--- src/rtl/dmem_access_if.sv ---
// Physical data-bus bundle between the data-memory access stage and memory.
// The master side issues word transactions; the slave side accepts them and
// returns read data.
interface dmem_access_if;
  logic        mem_req;
  logic        mem_we;
  logic [15:0] mem_addr;
  logic [3:0]  mem_be;
  logic [31:0] mem_wdata;
  logic        mem_ready;
  logic        mem_rvalid;
  logic [31:0] mem_rdata;

  modport master (
    output mem_req, mem_we, mem_addr, mem_be, mem_wdata,
    input  mem_ready, mem_rvalid, mem_rdata
  );

  modport slave (
    input  mem_req, mem_we, mem_addr, mem_be, mem_wdata,
    output mem_ready, mem_rvalid, mem_rdata
  );
endinterface

--- src/rtl/dmem_access.sv ---
// Data-memory access stage sitting directly after the TLB. Takes the TLB's
// physical address and fault code with a load/store request, performs at most
// one word transaction on the 18-bit physical bus, and hands load data or a
// fault code to writeback. The pipeline is stalled while a transaction is open.
// Optional feature: define MEM_TIMEOUT_EN to abort a bus transaction that has
// spent TIMEOUT_CYCLES cycles in REQ/WAIT, reporting BUSERR_EXC.
module dmem_access #(
`ifdef MEM_TIMEOUT_EN
  parameter logic [7:0] BUSERR_EXC     = 8'h85,
  parameter int         TIMEOUT_CYCLES = 64,
`endif
  parameter logic [7:0] MISALIGN_EXC   = 8'h84
) (
  input  logic        clk,
  input  logic        rst,
  input  logic        clk_en,
  input  logic        in_valid,
  input  logic        in_read,
  input  logic        in_write,
  input  logic [1:0]  in_size,
  input  logic        in_signed,
  input  logic [31:0] in_wdata,
  input  logic [4:0]  in_rd,
  input  logic [17:0] paddr,
  input  logic [7:0]  exc_in,
  dmem_access_if.master bus,
  output logic        stall,
  output logic        out_valid,
  output logic [4:0]  out_rd,
  output logic [31:0] out_data,
  output logic [7:0]  out_exc
);

  localparam logic [1:0] IDLE = 2'd0;
  localparam logic [1:0] REQ  = 2'd1;
  localparam logic [1:0] WAIT = 2'd2;

  logic [1:0]  state;
  logic [4:0]  lat_rd;
  logic [1:0]  lat_lo;
  logic        lat_byte;
  logic        lat_half;
  logic        lat_signed;

  logic        is_byte;
  logic        is_half;
  logic        misalign;
  logic [3:0]  be_calc;
  logic [31:0] wdata_calc;
  logic [31:0] shifted;
  logic [31:0] load_data;

`ifdef MEM_TIMEOUT_EN
  localparam int CW = $clog2(TIMEOUT_CYCLES);
  logic [CW-1:0] to_cnt;
  logic          timeout_hit;
  assign timeout_hit = (to_cnt == CW'(TIMEOUT_CYCLES - 1));
`endif

  // Decode the incoming request: alignment check, byte lanes and replicated store data.
  always_comb begin
    is_byte    = (in_size == 2'd0);
    is_half    = (in_size == 2'd1);
    misalign   = (is_half && paddr[0]) || (!is_byte && !is_half && (paddr[1:0] != 2'b00));
    be_calc    = 4'b1111;
    wdata_calc = in_wdata;
    if (is_byte) begin
      be_calc    = 4'b0001 << paddr[1:0];
      wdata_calc = {4{in_wdata[7:0]}};
    end else if (is_half) begin
      be_calc    = 4'b0011 << paddr[1:0];
      wdata_calc = {2{in_wdata[15:0]}};
    end
  end

  // Pull the addressed lane out of the returned word and extend it to 32 bits.
  always_comb begin
    shifted   = bus.mem_rdata >> {lat_lo, 3'b000};
    load_data = shifted;
    if (lat_byte) begin
      load_data = {{24{lat_signed & shifted[7]}}, shifted[7:0]};
    end else if (lat_half) begin
      load_data = {{16{lat_signed & shifted[15]}}, shifted[15:0]};
    end
  end

  // Access FSM: accepts requests in IDLE, holds the bus request in REQ, collects read data in WAIT.
  always_ff @(posedge clk) begin
    if (rst) begin
      state         <= IDLE;
      bus.mem_req   <= 1'b0;
      bus.mem_we    <= 1'b0;
      bus.mem_addr  <= '0;
      bus.mem_be    <= '0;
      bus.mem_wdata <= '0;
      stall         <= 1'b0;
      out_valid     <= 1'b0;
      out_rd        <= '0;
      out_data      <= '0;
      out_exc       <= '0;
      lat_rd        <= '0;
      lat_lo        <= '0;
      lat_byte      <= 1'b0;
      lat_half      <= 1'b0;
      lat_signed    <= 1'b0;
`ifdef MEM_TIMEOUT_EN
      to_cnt        <= '0;
`endif
    end else if (clk_en) begin
      out_valid <= 1'b0;
`ifdef MEM_TIMEOUT_EN
      to_cnt <= (state == IDLE) ? '0 : to_cnt + CW'(1);
`endif
      case (state)
        IDLE: begin
          if (in_valid) begin
            if (exc_in != 8'h00) begin
              out_valid <= 1'b1;
              out_exc   <= exc_in;
              out_data  <= '0;
              out_rd    <= in_rd;
            end else if (misalign) begin
              out_valid <= 1'b1;
              out_exc   <= MISALIGN_EXC;
              out_data  <= '0;
              out_rd    <= in_rd;
            end else if (!in_read && !in_write) begin
              out_valid <= 1'b1;
              out_exc   <= 8'h00;
              out_data  <= '0;
              out_rd    <= in_rd;
            end else begin
              state         <= REQ;
              stall         <= 1'b1;
              bus.mem_req   <= 1'b1;
              bus.mem_we    <= in_write;
              bus.mem_addr  <= paddr[17:2];
              bus.mem_be    <= be_calc;
              bus.mem_wdata <= wdata_calc;
              lat_rd        <= in_rd;
              lat_lo        <= paddr[1:0];
              lat_byte      <= is_byte;
              lat_half      <= is_half;
              lat_signed    <= in_signed;
            end
          end
        end
        REQ: begin
          if (bus.mem_ready) begin
            bus.mem_req <= 1'b0;
            if (bus.mem_we) begin
              state     <= IDLE;
              stall     <= 1'b0;
              out_valid <= 1'b1;
              out_exc   <= 8'h00;
              out_data  <= '0;
              out_rd    <= lat_rd;
            end else begin
              state <= WAIT;
            end
          end
`ifdef MEM_TIMEOUT_EN
          else if (timeout_hit) begin
            bus.mem_req <= 1'b0;
            state       <= IDLE;
            stall       <= 1'b0;
            out_valid   <= 1'b1;
            out_exc     <= BUSERR_EXC;
            out_data    <= '0;
            out_rd      <= lat_rd;
          end
`endif
        end
        WAIT: begin
          if (bus.mem_rvalid) begin
            state     <= IDLE;
            stall     <= 1'b0;
            out_valid <= 1'b1;
            out_exc   <= 8'h00;
            out_data  <= load_data;
            out_rd    <= lat_rd;
          end
`ifdef MEM_TIMEOUT_EN
          else if (timeout_hit) begin
            state     <= IDLE;
            stall     <= 1'b0;
            out_valid <= 1'b1;
            out_exc   <= BUSERR_EXC;
            out_data  <= '0;
            out_rd    <= lat_rd;
          end
`endif
        end
        default: begin
          state <= IDLE;
          stall <= 1'b0;
        end
      endcase
    end
  end

endmodule
--- src/flat_wrapper.sv ---
// flat-port wrapper written by rule: the top's interface ports become plain ports
module dmem_access_flat 
#(

  parameter logic [7:0] MISALIGN_EXC   = 8'h84
)
  (clk, rst, clk_en, in_valid, in_read, in_write, in_size, in_signed, in_wdata, in_rd, paddr, exc_in, stall, out_valid, out_rd, out_data, out_exc, bus_mem_req, bus_mem_we, bus_mem_addr, bus_mem_be, bus_mem_wdata, bus_mem_ready, bus_mem_rvalid, bus_mem_rdata);
  dmem_access_if bus_i ();
  input  logic clk;
  input  logic rst;
  input  logic clk_en;
  input  logic in_valid;
  input  logic in_read;
  input  logic in_write;
  input  logic [1:0] in_size;
  input  logic in_signed;
  input  logic [31:0] in_wdata;
  input  logic [4:0] in_rd;
  input  logic [17:0] paddr;
  input  logic [7:0] exc_in;
  output logic stall;
  output logic out_valid;
  output logic [4:0] out_rd;
  output logic [31:0] out_data;
  output logic [7:0] out_exc;
  output wire logic [$bits(bus_i.mem_req)-1:0] bus_mem_req;
  output wire logic [$bits(bus_i.mem_we)-1:0] bus_mem_we;
  output wire logic [$bits(bus_i.mem_addr)-1:0] bus_mem_addr;
  output wire logic [$bits(bus_i.mem_be)-1:0] bus_mem_be;
  output wire logic [$bits(bus_i.mem_wdata)-1:0] bus_mem_wdata;
  input wire logic [$bits(bus_i.mem_ready)-1:0] bus_mem_ready;
  input wire logic [$bits(bus_i.mem_rvalid)-1:0] bus_mem_rvalid;
  input wire logic [$bits(bus_i.mem_rdata)-1:0] bus_mem_rdata;
  assign bus_mem_req = bus_i.mem_req;
  assign bus_mem_we = bus_i.mem_we;
  assign bus_mem_addr = bus_i.mem_addr;
  assign bus_mem_be = bus_i.mem_be;
  assign bus_mem_wdata = bus_i.mem_wdata;
  assign bus_i.mem_ready = bus_mem_ready;
  assign bus_i.mem_rvalid = bus_mem_rvalid;
  assign bus_i.mem_rdata = bus_mem_rdata;
  dmem_access #(.MISALIGN_EXC(MISALIGN_EXC)) u_core (.clk(clk), .rst(rst), .clk_en(clk_en), .in_valid(in_valid), .in_read(in_read), .in_write(in_write), .in_size(in_size), .in_signed(in_signed), .in_wdata(in_wdata), .in_rd(in_rd), .paddr(paddr), .exc_in(exc_in), .bus(bus_i), .stall(stall), .out_valid(out_valid), .out_rd(out_rd), .out_data(out_data), .out_exc(out_exc));
endmodule
--- config.mk ---
export PLATFORM = sky130hd
export DESIGN_NAME = dmem_access_flat
export DESIGN_NICKNAME = d
export VERILOG_FILES = /design/src/rtl/dmem_access_if.sv /design/src/rtl/dmem_access.sv /design/src/flat_wrapper.sv
export SDC_FILE = /design/constraint.sdc
export NUM_CORES = 1
export LEC_CHECK = 0
export CAP_MARGIN = 40
export CORE_ASPECT_RATIO = 0.5
export CORE_MARGIN = 5
export CORE_UTILIZATION = 41
export CTS_BUF_LIST = sky130_fd_sc_hd__clkbuf_4
export CTS_CLUSTER_DIAMETER = 200
export DETAILED_ROUTE_END_ITERATION = 8
export PLACE_DENSITY = 0.79
export SETUP_SLACK_MARGIN = 0.5
export SYNTH_ARGS = -nofsm -noshare
export SYNTH_HDL_FRONTEND = slang
export SYNTH_SLANG_ARGS = --single-unit
--- constraint.sdc ---
create_clock -name clk -period 2.2 [get_ports clk]
set_clock_uncertainty 0.1 [all_clocks]
set_input_delay 0.55 -clock clk [delete_from_list [all_inputs] [get_ports clk]]
set_output_delay 0.55 -clock clk [all_outputs]
set_load 0.1 [all_outputs]
Word level (Yosys, flattened, before mapping)
Index checks and enable logic that the tools add are counted.
- memory bits (writable): 0
- memory bits (read-only): 0
- bits of input ports: 106
- logic and storage cells: 111
- memories kept: 0
- bits in latches: 0
- register bits after elaboration: 113
- output and inout bits: 101
- shift-type cells: 3
- multipliers: 0
- bitwise logic cells: 5
- $add $sub $neg: 0
- muxes and demuxes: 56
- div/mod/pow operators: 0
- eq/ne operators: 11
- $lt $le $gt $ge: 0
- reductions and logical operators: 20
- operators with widths (kind ; count):
    $mux 32 ; 11
    $pmux 32 s3 ; 1
    $mux 8 ; 7
    $mux 5 ; 7
    $shr 32x5->32 ; 1
    $pmux 8 s3 ; 1
    $reduce_and 7->1 ; 3
    $mux 1 ; 15
    $pmux 5 s3 ; 1
    $mux 2 ; 7
    $ne 2x2->1 const B ; 6
    $mux 4 ; 2
    $reduce_and 8->1 ; 1
    $reduce_bool 8->1 ; 1
    $pmux 1 s3 ; 2
    $pmux 2 s3 ; 1
    $reduce_and 6->1 ; 1
    $eq 2x1->1 const B ; 2
    $logic_and 1x1->1 ; 4
    $logic_not 1->1 ; 4
    $logic_not 2->1 ; 2
    $ne 4x1->1 const B ; 1
    $reduce_bool 2->1 ; 2
    $shl 1x2->4 const A ; 1
    8 further kinds ; 11

Longest topological paths before layout
- word-level depth: 9
- depth in mapped cells: 9
- mapped depth without buffers: 7

Worst setup path before layout
Ideal clock, no wire load.
- path kind: input -> register
- start point: input port paddr[0]
- end point: register u_core.bus.mem_be[3]
- setup slack: 45 ps
- required time: 1968 ps
- stages on the path: 8
- buffers on the path: 1
- arrival: 1923 ps
- cell sequence: inv_1 -> ha_1 -> nand2b_1 -> o2111ai_2 -> or3_1 -> buf_6 -> a2111oi_4 -> nor3_1
- word-level cells in the longest chain between the ends: 5
- ends and longest elaborated chain (element ; line ; text):
    start: declaration ; flat_wrapper.sv:19 ; input logic [17:0] paddr;
    $reduce_bool 2->1 ; dmem_access.sv:64 ; misalign = (is_half && paddr[0]) || (!is_byte && !is_half && (paddr[1:0] != 2'b00));
    $logic_and 1x1->1 ; dmem_access.sv:64 ;
    $logic_or 1x1->1 ; dmem_access.sv:64 ;
    $not 1->1 (no line) ; -- ;
    $reduce_and 6->1 (no line) ; -- ;
    end signal: assignment ; dmem_access.sv:138 ; bus.mem_be <= be_calc;
    end: declaration ; dmem_access_if.sv:15 ; output mem_req, mem_we, mem_addr, mem_be, mem_wdata,
Parallel ways exist; a longest one is shown, timed or not.
A chain may end at the register's enable or synchronous reset.

Worst setup path in the final report
- start point: register u_core.state[0]
- end point: register u_core.out_rd[2]
- word-level cells in the longest chain between the ends: 3
- ends and longest elaborated chain (element ; line ; text):
    start: declaration ; dmem_access.sv:38 ; logic [1:0] state;
    start signal: assignment ; dmem_access.sv:90 ; state <= IDLE;
    start signal: assignment ; dmem_access.sv:133 ; state <= REQ;
    start signal: assignment ; dmem_access.sv:152 ; state <= IDLE;
    $eq 2x1->1, or another cell as far along ; dmem_access.sv:114 ; case (state)
    $ne 2x1->1 (no line), or another cell as far along ; -- ;
    $reduce_and 7->1 (no line) ; -- ;
    end signal: assignment ; dmem_access.sv:121 ; out_rd <= in_rd;
    end signal: assignment ; dmem_access.sv:126 ; out_rd <= in_rd;
    end signal: assignment ; dmem_access.sv:131 ; out_rd <= in_rd;
    end: declaration ; dmem_access.sv:29 ; output logic [4:0] out_rd,
Parallel ways exist; a longest one is shown, timed or not.

==> results.sh <==
export IMPL_setup_viol=0
export IMPL_power_frac_clock_pct=36.1
export IMPL_seq_power_share_pct=44.9
export IMPL_seq_area_sq_um=2430
export IMPL_yosys_register_bits=113
export IMPL_viasPerCell=6.14
export IMPL_portBuffers=206
export IMPL_cts_htree_levels=4
export IMPL_drive_above_1_share_pct=53.2
export IMPL_io_pins=207
export IMPL_ant_nets=0
export IMPL_num_rows=29
export IMPL_worst_pin_slew_ns=0.781
export IMPL_coreArea_sq_um=12700
export IMPL_drc=0
export IMPL_yosysUniqueCellTypes=43
export IMPL_insertion_delay_ns=0.55
export IMPL_swShare_pct=29.6
export IMPL_layout_cells_non_filler=1096
export IMPL_powerDensity_nw_per_um2=424
export IMPL_grt_overflow_total=0
export IMPL_period_share_pct=96.5
export IMPL_grt_antenna_before_repair=1
export IMPL_syn_avg_cell_area_sq_um=8.48
export IMPL_mostFrequentLayoutCells="buf_12 (115), clkdlybuf4s50_1 (90), dfxtp_2 (89)"
export IMPL_power_leakage_nw=4.10
export IMPL_layout_commonest_cell="buf_12"
export IMPL_dpl_hpwl_mm=12.7
export IMPL_crit_arrival_ns=2.48
export IMPL_track_usage_pct=29.2
export IMPL_cts_tree="done"
export IMPL_area_delta_synth_final_pct=104
export IMPL_max_freq_mhz=471
export IMPL_wl_per_cell_microns=25.3
export IMPL_slew_violations=0
export IMPL_finalWorstSetupSlack_ns=0.0766
export IMPL_synthesis_nets=742
export IMPL_dpl_cell_area_sq_um=7600
export IMPL_synth_yosys_seq_area_share_pct=42.6
export IMPL_multiInputGateArea_sq_um=3440
export IMPL_final_area_sq_um=10800
export IMPL_hp_class="in -> reg"
export IMPL_firstDrtPassIters=6
export IMPL_syn_inst=627
export IMPL_yosys_area_top_type="dfxtp_1"
export IMPL_async_flop_share_pct=0
export IMPL_finalCriticalPeriod_ns=2.12
export IMPL_synth_top_area_share_pct=42.6
export IMPL_drt_iter0_drc=695
export IMPL_rsz0062_at_grt="true"
export IMPL_vias=6727
export IMPL_dp_cells=994
export IMPL_power_net_switching_w=0.00136
export IMPL_start_util_pct=42.0
export IMPL_grt_max_degree=47
export IMPL_hold_violations=0
export IMPL_gp_congestion=0.859
export IMPL_start_kind="flop"
export IMPL_vdd_ir_drop_worst_mv=0.307
export IMPL_end_kind="flop"
export IMPL_die_y_microns=90.5
export IMPL_worst_path_max_fanout=5
export IMPL_die_area_sq_um=15500
export IMPL_drt_wl_total_mm=27.7
export IMPL_synth_edf_count=0
export IMPL_cts_buffers=17
export IMPL_combPwrFrac_pct=19.0
export IMPL_die_width_microns=171
export IMPL_status="finished, final reports clean"
export IMPL_cp_data_required_time_ns=2.55
export IMPL_fin_nets=1029
export IMPL_critPathKind="reg -> reg"
export IMPL_yosys_warnings=0
export IMPL_max_clock_path_buffers=2
export IMPL_ys_top_cells_by_area="dfxtp_1 (43%), mux2i_1 (8.1%), nand2_1 (7.8%)"
export IMPL_ys_flop_type="dfxtp_1"
export IMPL_clk_pin_slew_ns=0.13
export IMPL_drv_cap=0
export IMPL_cts_sinks=113
export IMPL_syn_cell_area_sq_um=5320
export IMPL_cts_root_buf="clkbuf_4"
export IMPL_dpl_worst_slack_ns=-0.494
export IMPL_grt_pass1_vias=6464
export IMPL_fillCellCount=547
export IMPL_grt_pass1_wl_mm=36.0
export IMPL_maxSlewHeadroom_pct=47.9
export IMPL_p_int_w=0.00323
## stage by stage
| stage | util (%) | hold slack [ns] | power, W | TNS (ns) |
|---|---|---|---|---|
| finish | 85.6 | 0.215 | 0.00460 | 0 |
| global route | 85.6 | 0.231 | 0.00473 | 0 |
| CTS | 78.7 | 0.273 | 0.00443 | 0 |
| detailed placement | 60.0 | 0.345 | 0.00276 | -42.80 |
| global placement | 60.0 | 0.339 | 0.00275 | -37.53 |
| floorplan | - | 0.339 | 0.00243 | 0 |
## logic make-up after synthesis
group | after synthesis | synth area share [%]
and+or+nand+nor | 222 | 20.0
adders and majority gates | 9 | 2.12
DFF | 113 | 42.6
muxes | 52 | 10.2
AOI/OAI and AO/OA | 171 | 20.0
buffers and inverters | 60 | 5.06
## power groups by stage
stage                     Combinational (W)  Clock, W  Sequential (W)
after floorplan                    0.000205         0         0.00222
after global placement             0.000636         0         0.00211
after detailed placement           0.000642         0         0.00212
after CTS                          0.000733   0.00163         0.00207
after global routing               0.000901   0.00176         0.00207
final                              0.000871   0.00166         0.00206
## per-layer routing
layer  GRT usage [%]  vias to the layer above  share of wire, %
li1                -                     2810                 -
met1            34.5                     3235                38
met2            50.6                      526                47
met3            5.29                      156               8.6
met4            15.0                        0               6.6
met5               0                        -                 0
## final timing paths
path	from	to	slack, ns	depth (start not counted)
worst min register to register	u_core.out_exc[0]	u_core.out_exc[0]	0.39	2
worst min-delay path	exc_in[0]	u_core.out_exc[0]	0.22	3
worst max-delay path	u_core.state[0]	u_core.out_rd[2]	0.08	8
worst max register to register	u_core.state[0]	u_core.out_rd[2]	0.08	8
## area by class of cell
type / instances / area share (%)
inverter: 7 / 0.312
multi-input combinational: 454 / 31.7
clock inverter: 12 / 1.33
clock buffer: 18 / 1.25
tap: 170 / 1.96
sequential: 113 / 22.4
antenna: 1 / 0.0231
timing repair buffer: 321 / 41.0
## Yosys cell counts, types with 2 or more instances
cell type	n
nand3b_1	41
dfxtp_1	113
and2_1	2
o2111a_1	2
buf_2	26
mux2_2	8
o31ai_1	28
ha_1	9
a21oi_1	83
o21ai_0	24
clkbuf_1	24
mux2i_1	43
nor4_2	2
nor2_1	41
nor3_1	9
nor2b_1	4
inv_1	7
a211oi_1	21
nand3_1	2
nand2b_1	5
nand2_1	111
## what timing repair did
item	CTS	global route
gates cloned	8	9
hold buffers	0	0
buffers inserted	29	25
pin swaps	57	53
gates resized for setup	486	133
setup endpoints to repair	214	214
## sequential cells by signal, summed over array words and instances (netlist names)
| name | count |
|---|---|
| u_core.lat_lo | 2 |
| u_core.stall | 1 |
| u_core.bus.mem_wdata | 32 |
| u_core.bus.mem_we | 1 |
| u_core.lat_signed | 1 |
| u_core.bus.mem_be | 4 |
| u_core.state | 2 |
| u_core.out_valid | 1 |
| u_core.out_exc | 8 |
| u_core.out_rd | 5 |
| u_core.lat_byte | 1 |
| u_core.bus.mem_addr | 16 |
| u_core.bus.mem_req | 1 |
| u_core.out_data | 32 |
| u_core.lat_rd | 5 |
| u_core.lat_half | 1 |
## critical path, stage by stage, from the launching register on
cell and delay, ns:
dfxtp_4 0.41, inv_4 0.05, ha_4 0.18, nand2b_1 0.13, o2111a_2 0.28, o2111a_2 0.39, clkbuf_16 0.22, nor2_1 0.05
a211oi_1 0.23
Power figures use the tool's default switching activity.
